`config.mk`:
```
export PLATFORM = sky130hd
export DESIGN_NAME = regfile_wb_sched
export DESIGN_NICKNAME = d
export VERILOG_FILES = /design/src/rtl/regfile_wb_sched.sv
export SDC_FILE = /design/constraint.sdc
export NUM_CORES = 1
export LEC_CHECK = 0
export CAP_MARGIN = 40
export CORE_MARGIN = 3
export CORE_UTILIZATION = 40
export CTS_CLUSTER_SIZE = 24
export DETAILED_ROUTE_END_ITERATION = 6
export GPL_TIMING_DRIVEN = 0
export PLACE_DENSITY = 0.73
export SYNTH_ARGS = -nofsm -noshare
export SYNTH_HDL_FRONTEND = slang
export SYNTH_SLANG_ARGS = --single-unit
```
`constraint.sdc`:
```
create_clock -name clk -period 2.2 [get_ports clk]
set_input_delay 0.22 -clock clk [delete_from_list [all_inputs] [get_ports clk]]
set_output_delay 0.22 -clock clk [all_outputs]
set_load 0.02 [all_outputs]
```
`src/rtl/regfile_wb_sched.sv`:
```
`default_nettype none
// ============================================================================
// Module   : regfile_wb_sched
// Purpose  : Writeback scheduler and busy scoreboard for the 32x32 register
//            file (single write port, x0 hardwired to zero). Picks one of
//            NREQ writeback sources per cycle by round-robin, registers the
//            winner onto the regfile write port, and tracks in-flight
//            destinations so the issue stage can detect RAW/WAW hazards.
// Ports    : clk, rst (async, active-high)
//            chk_rs1/chk_rs2/chk_rd/chk_rd_we/issue_valid -> hazard
//            wb_valid/wb_rd/wb_data (packed per requester) -> wb_ready
//            rf_we/rf_wa/rf_wd : registered write port
//            busy_vec          : scoreboard state (bit 0 always 0)
//            err_unbusy        : sticky, writeback to a non-busy register
// Options  : REGFILE_WB_SCHED_FWD_EN adds fwd1/fwd2 bypass outputs and lets
//            hazard ignore sources being written back this cycle.
// Revision : 1.0  initial release
// ============================================================================
module regfile_wb_sched #(
  parameter int NREQ = 2,
  parameter int XLEN = 32
) (
  input  logic                 clk,
  input  logic                 rst,
  input  logic [4:0]           chk_rs1,
  input  logic [4:0]           chk_rs2,
  input  logic [4:0]           chk_rd,
  input  logic                 chk_rd_we,
  output logic                 hazard,
  input  logic                 issue_valid,
  input  logic [NREQ-1:0]      wb_valid,
  input  logic [NREQ*5-1:0]    wb_rd,
  input  logic [NREQ*XLEN-1:0] wb_data,
  output logic [NREQ-1:0]      wb_ready,
  output logic                 rf_we,
  output logic [4:0]           rf_wa,
  output logic [XLEN-1:0]      rf_wd,
  output logic [31:0]          busy_vec,
`ifdef REGFILE_WB_SCHED_FWD_EN
  output logic                 fwd1_valid,
  output logic                 fwd2_valid,
  output logic [XLEN-1:0]      fwd1_data,
  output logic [XLEN-1:0]      fwd2_data,
`endif
  output logic                 err_unbusy
);

  // Pointer is sized for the largest supported NREQ (4).
  localparam int PTR_W = 2;

  logic [31:0]      r_busy;
  logic [PTR_W-1:0] r_ptr;
  logic             r_err;

  logic [NREQ-1:0]  w_grant;
  logic             w_any;
  logic [PTR_W-1:0] w_ptr_nxt;
  logic [4:0]       w_sel_rd;
  logic [XLEN-1:0]  w_sel_data;
  logic             w_set;
  logic [31:0]      w_busy_nxt;
  logic             w_unbusy;
  logic             w_src1;
  logic             w_src2;
  logic             w_dst;

  // ---------------- round-robin arbiter ----------------
  // Offset k walks away from the pointer; the first requester hit wins.
  always_comb begin
    w_grant   = '0;
    w_any     = 1'b0;
    w_ptr_nxt = r_ptr;
    for (int k = 0; k < NREQ; k++) begin
      for (int i = 0; i < NREQ; i++) begin
        if (!w_any && wb_valid[i] && (i == ((int'(r_ptr) + k) % NREQ))) begin
          w_any      = 1'b1;
          w_grant[i] = 1'b1;
          w_ptr_nxt  = PTR_W'((i + 1) % NREQ);
        end
      end
    end
  end

  assign wb_ready = w_grant;

  // One-hot grant makes an OR-mux sufficient.
  always_comb begin
    w_sel_rd   = '0;
    w_sel_data = '0;
    for (int i = 0; i < NREQ; i++) begin
      if (w_grant[i]) begin
        w_sel_rd   = w_sel_rd   | wb_rd[5*i +: 5];
        w_sel_data = w_sel_data | wb_data[XLEN*i +: XLEN];
      end
    end
  end

  // ---------------- scoreboard ----------------
  assign w_set = issue_valid & chk_rd_we & (chk_rd != 5'd0);

  // Clear first, then set, so a same-edge set/clear leaves the bit busy.
  always_comb begin
    w_busy_nxt = r_busy;
    if (rf_we) w_busy_nxt[rf_wa] = 1'b0;
    if (w_set) w_busy_nxt[chk_rd] = 1'b1;
    w_busy_nxt[0] = 1'b0;
  end

  assign w_unbusy = w_any & (w_sel_rd != 5'd0) & ~r_busy[w_sel_rd] &
                    ~(w_set & (chk_rd == w_sel_rd));

  // ---------------- hazard detection ----------------
  assign w_dst = chk_rd_we & (chk_rd != 5'd0) & r_busy[chk_rd];

`ifdef REGFILE_WB_SCHED_FWD_EN
  // A source committed by the current rf_we is bypassed instead of stalled.
  assign fwd1_valid = rf_we & (rf_wa == chk_rs1) & (chk_rs1 != 5'd0);
  assign fwd2_valid = rf_we & (rf_wa == chk_rs2) & (chk_rs2 != 5'd0);
  assign fwd1_data  = rf_wd;
  assign fwd2_data  = rf_wd;
  assign w_src1 = r_busy[chk_rs1] & (chk_rs1 != 5'd0) & ~fwd1_valid;
  assign w_src2 = r_busy[chk_rs2] & (chk_rs2 != 5'd0) & ~fwd2_valid;
`else
  assign w_src1 = r_busy[chk_rs1] & (chk_rs1 != 5'd0);
  assign w_src2 = r_busy[chk_rs2] & (chk_rs2 != 5'd0);
`endif

  assign hazard     = w_src1 | w_src2 | w_dst;
  assign busy_vec   = r_busy;
  assign err_unbusy = r_err;

  // ---------------- sequential state ----------------
  always_ff @(posedge clk or posedge rst) begin
    if (rst) begin
      r_busy <= '0;
      r_ptr  <= '0;
      r_err  <= 1'b0;
      rf_we  <= 1'b0;
      rf_wa  <= '0;
      rf_wd  <= '0;
    end else begin
      r_busy <= w_busy_nxt;
      if (w_any) begin
        // x0 writebacks are consumed but never reach the regfile.
        rf_we <= (w_sel_rd != 5'd0);
        rf_wa <= w_sel_rd;
        rf_wd <= w_sel_data;
        r_ptr <= w_ptr_nxt;
      end else begin
        rf_we <= 1'b0;
      end
      if (w_unbusy) r_err <= 1'b1;
    end
  end

endmodule
`default_nettype wire

```
# ---- Yosys cells after proc, flatten, opt, wreduce, memory -nomap -nowiden
# Cells that the tools add are included.
dict set report op_classes {
  add_sub_neg 1
  order_cmp 7
  n_eq_ne 2
  mux 30
  bitwise 20
  n_reduce_logical 20
}
# op count
set ops {}
lappend ops {{$mux 32} 4}
lappend ops {{$logic_not 32->1} 2}
lappend ops {{$or 32x32->32} 2}
lappend ops {{$and 32x32->32} 1}
lappend ops {{$not 32->32} 1}
lappend ops {{$lt 5x6->1 const B} 5}
lappend ops {{$bmux 1 s5} 4}
lappend ops {{$reduce_bool 5->1} 4}
lappend ops {{$mux 1} 18}
lappend ops {{$and 1x1->1} 10}
lappend ops {{$demux 1 s5} 2}
lappend ops {{$ge 5x1->1 const B} 2}
lappend ops {{$mux 5} 2}
lappend ops {{$logic_and 1x1->1} 9}
lappend ops {{$eq 5x5->1} 1}
lappend ops {{$or 5x5->5} 1}
lappend ops {{$reduce_bool 4->1} 1}
lappend ops {{$logic_not 1->1} 3}
lappend ops {{$eq 2x2->1 const A} 1}
lappend ops {{$not 1->1} 2}
lappend ops {{$or 1x1->1} 2}
lappend ops {{$reduce_and 2->1} 1}
lappend ops {{$add 1x1->1 const B} 1}
lappend ops {{$and 1x1->1 const A} 1}
dict set report word_totals {
  ff_bits 71
  input_bits 95
  out_inout_bits 74
  word_cells 86
}

# ---- Longest topological paths before layout
dict set report logic_depth {
  word_depth 21
  ltp_mapped 11
}

# ---- Least setup slack after synthesis
# No wires, ideal clock.
dict set report synth_timing {
  path_kind {input to output}
  from {input port chk_rs2[0]}
  to {output port hazard}
  arrival_time_ns 1.950
  slack_ns 0.030
  cell_stages 5
  path_buffers 1
  path_cell_list {buf_1 mux4_2 mux4_2 o311ai_0 nand4_1}
}
dict set report synth_via {
  elab_chain_len 5
  elab_cells_between_ends 6
  cone_classes {mux (2); bitwise (3); reduce/logical (1)}
}
# element line_no
set synth_lines {}
lappend synth_lines {{start: declaration} 26} ;# input logic [4:0] chk_rs2,
lappend synth_lines {{$bmux 1 s5} 125} ;# assign w_src2 = r_busy[chk_rs2] & (chk_rs2 != 5'd0);
lappend synth_lines {{$mux 1 (not written as such)} 125}
lappend synth_lines {{$and 1x1->1 (*)} 125}
lappend synth_lines {{$or 1x1->1 (*) (2 in series)} 128} ;# assign hazard = w_src1 | w_src2 | w_dst;
lappend synth_lines {{end: declaration} 29} ;# output logic hazard,
# Mark *: on every way between the ends. The rest lies on a longest branch, timed or not. The select of a mux whose other input is x is not followed.

# ---- Final worst setup path
dict set report layout_timing {
  from {register r_busy[7], in the netlist busy_vec[7]}
  to {output port hazard}
}
dict set report layout_via {
  elab_chain_len 5
  elab_cells_between_ends 11
  cone_classes {mux (6); bitwise (5)}
}
# element line_no
set layout_lines {}
lappend layout_lines {{start: declaration} 51} ;# logic [31:0] r_busy;
lappend layout_lines {{start signal: assignment} 142} ;# r_busy <= w_busy_nxt;
lappend layout_lines {{$bmux 1 s5 (on tied branches)} {124, 125}}
lappend layout_lines {{$mux 1 (on tied branches)} {124, 125}}
lappend layout_lines {{$and 1x1->1 (on tied branches)} {124, 125}}
lappend layout_lines {{$or 1x1->1} 128}
lappend layout_lines {{$or 1x1->1 (*)} 128}
# Marked as above.

==> results_dict.tcl <==
set metrics [dict create \
    outcome "finished with violations" \
    violations "setup timing" \
    drv_slew 0 \
    tns_ps -291 \
    synth.distinct_cells 47 \
    diodes 0 \
    synth_edf_count 0 \
    fin_crit_ps 2490 \
    drc 0 \
    syn_nets 589 \
    synth_common_cells "dfrtp_1 (71), o21ai_0 (65), nor2_1 (41), a31oi_1 (36)" \
    maxCapViolCount 0 \
    layout_setup_ws_ps -291 \
    rows 38 \
    rsz0062_at_grt "yes" \
    ys_warn_count 0 \
    yosysTopAreaCell "dfrtp_1" \
    postSynthAreaPerCell_um2 9.22 \
    grt_overflow 0 \
    via_count 4996 \
    required_ps 1980 \
    crit_chain "mux4_2 > nor2b_4 > nor4_1 > nand3_1 > o311ai_2 > nand4_1 > buf_4" \
    whs_ps 110 \
    synth.cell_area_mm2 0.00456 \
    place.gp.congestion 0.983 \
    num_io_pins 169 \
    die_x_um 113 \
    path_max_fanout 6 \
    grt_pass1_wl_mm 26.7 \
    slew_headroom_pct 62.4 \
    finalNetCount 773 \
    dp_hpwl_mm 12.8 \
    wl_per_cell_um 21.1 \
    start_util_pct 41.5 \
    core_mm2 0.0110 \
    io_buffers 157 \
    synth_cells 494 \
    via_per_inst 6.07 \
    fin_crit_sh_pct 113 \
    cts_max_level 3 \
    path_class "register to primary output" \
    wl_mm 17.4 \
    power_density_mw_per_mm2 1020 \
    slowest_stage "mux4_2" \
    fmax_mhz 402 \
    root_buffer "clkbuf_16" \
    grt_max_degree 68 \
    fp.dieArea_mm2 0.0127 \
    tritoncts "done" \
    die_h_um 113 \
    ys_seq_area_share_pct 39.0 \
    hold_viol_final 0 \
    crit_arrival_ps 2270 \
    start_kind "register" \
    ys_ff_latch 71 \
    min_path_type "input port to asynchronous set/reset pin" \
    clock-skew-final_ps 5.86 \
    yosys.area.top_type_share_pct 39.0 \
    cts_sinks 71 \
    max_stage_delay_ps 490 \
    synth_area_leaders "dfrtp_1 (39%), mux4_2 (11%), o21ai_0 (7.1%), a31oi_1 (4.9%), o22ai_1 (4.4%)" \
    grt_util_all_layers_pct 26.7 \
    drtIter0Drc 548 \
    synthFlopType "dfrtp_1" \
    tightest_slew_ps 564 \
    clockBufferDepth 2 \
    clk_latency_ps 330 \
    async_flop_share_pct 100 \
    first_global_vias 4883 \
    first_pass_iters 6 \
    yosysMostFrequentCell "dfrtp_1" \
    area_growth_pct 49.7 \
    drive_above_1_share_pct 13.8 \
    antenna_found_initial 0 \
    numCtsBuffers 9 \
    path_clk_slew_ps 60 \
    vdd_drop_max_mv 0.566 \
    postRouteAntennaNets 0 \
    leakagePower_nw 2.74 \
    setup_viol 1 \
    crit_path_end_kind "primary output" \
]
[flip-flops by register name (all words and copies together) (netlist names)]
register	count
busy_vec	31
r_ptr	1
err_unbusy	1
rf_we	1
rf_wd	32
rf_wa	5
[path summary, 6_finish.rpt]
path	from	end	slack (ps)	cells past startpoint
setup / recovery	busy_vec[7]	hazard	-290	7
hold / removal	rst	busy_vec[28]	110	2
setup reg to reg	r_ptr[0]	err_unbusy	40	9
hold reg to reg	err_unbusy	err_unbusy	550	1
max in group asynchronous	rst	busy_vec[4]	1540	3
min in group clk	wb_valid[0]	rf_wd[25]	300	3
[metrics by stage]
step | cell area [um2] | total power (W) | std cells | util (%) | setup WS [ps]
global route | 6820 | 0.00724 | 823 | 62.1 | -344
floorplan | 4560 | 0.00374 | 494 | - | 30.0
finish | 6820 | 0.00692 | 823 | 62.1 | -291
CTS | 6710 | 0.00686 | 813 | 61.1 | -256
global placement | 6300 | 0.00520 | 791 | 57.4 | -1040
detailed placement | 6330 | 0.00527 | 792 | 57.7 | -1080
[layout by cell type (no fill, tap or decap), types with 3 or more instances in the layout]
cell type        instances
clkbuf_1                26
clkbuf_16                9
nor2b_1                  5
a21oi_1                 35
o22ai_1                 32
mux4_2                  23
a31oi_1                 36
buf_1                    4
mux2i_1                 18
a32oi_4                  3
dfrtp_2                  7
clkbuf_2                 3
dfrtp_1                 64
nor2_1                  41
inv_1                   34
mux2_2                   4
xnor2_1                  3
nand3_1                  5
buf_6                    4
a22oi_1                  8
buf_4                   16
o21ai_0                 65
nand2_1                 26
or3b_2                   3
nand4_1                  3
clkdlybuf4s50_1        154
nand3b_1                10
[worst max-delay path: cells and delay by family (launching register included)]
family / cells / cell delay, ps
flops: 1 / 450
mux: 1 / 490
simple gates: 4 / 690
compound gates: 1 / 130
buf+inv: 1 / 180
[report_power, final]
group          leakage [nW]  switching, W  internal [W]
registers             0.817      0.000687       0.00169
clock network         0.152      0.000552      0.000937
logic                  1.77       0.00145       0.00161
total                  2.74       0.00268       0.00424
[area by class of cell]
type,instances,area (um2)
fillers,981,4160
repair buffers,173,1710
flip-flops and latches,71,1790
multi-input cells,347,2500
plain buffers,40,194
well taps,140,175
inverters,36,140
clock buffers,11,253
clock inverters,5,56.3
[per-layer routing]
metal	global-route usage, %	up-vias	wire length [um]
met3	5.24	50	1490
met5	0	-	0
met1	34.9	2457	6660
li1	-	2208	-
met2	44.4	281	8690
met4	9.38	0	565
[logic make-up after synthesis]
kind of cell | Yosys count | synth area share (%)
compound gates | 190 | 25.4
xor+xnor | 4 | 0.769
buf+inv | 76 | 6.81
flops | 71 | 39.0
mux | 45 | 16.3
other cells | 1 | 0.0823
simple gates | 107 | 11.6
[repair_timing]
item	in CTS	in global routing
pin swaps	3	9
setup endpoints to repair	2	3
gates resized for setup	23	10
hold buffers	0	0
buffers inserted	5	10
No activity file was read; power rests on OpenSTA's default activity.
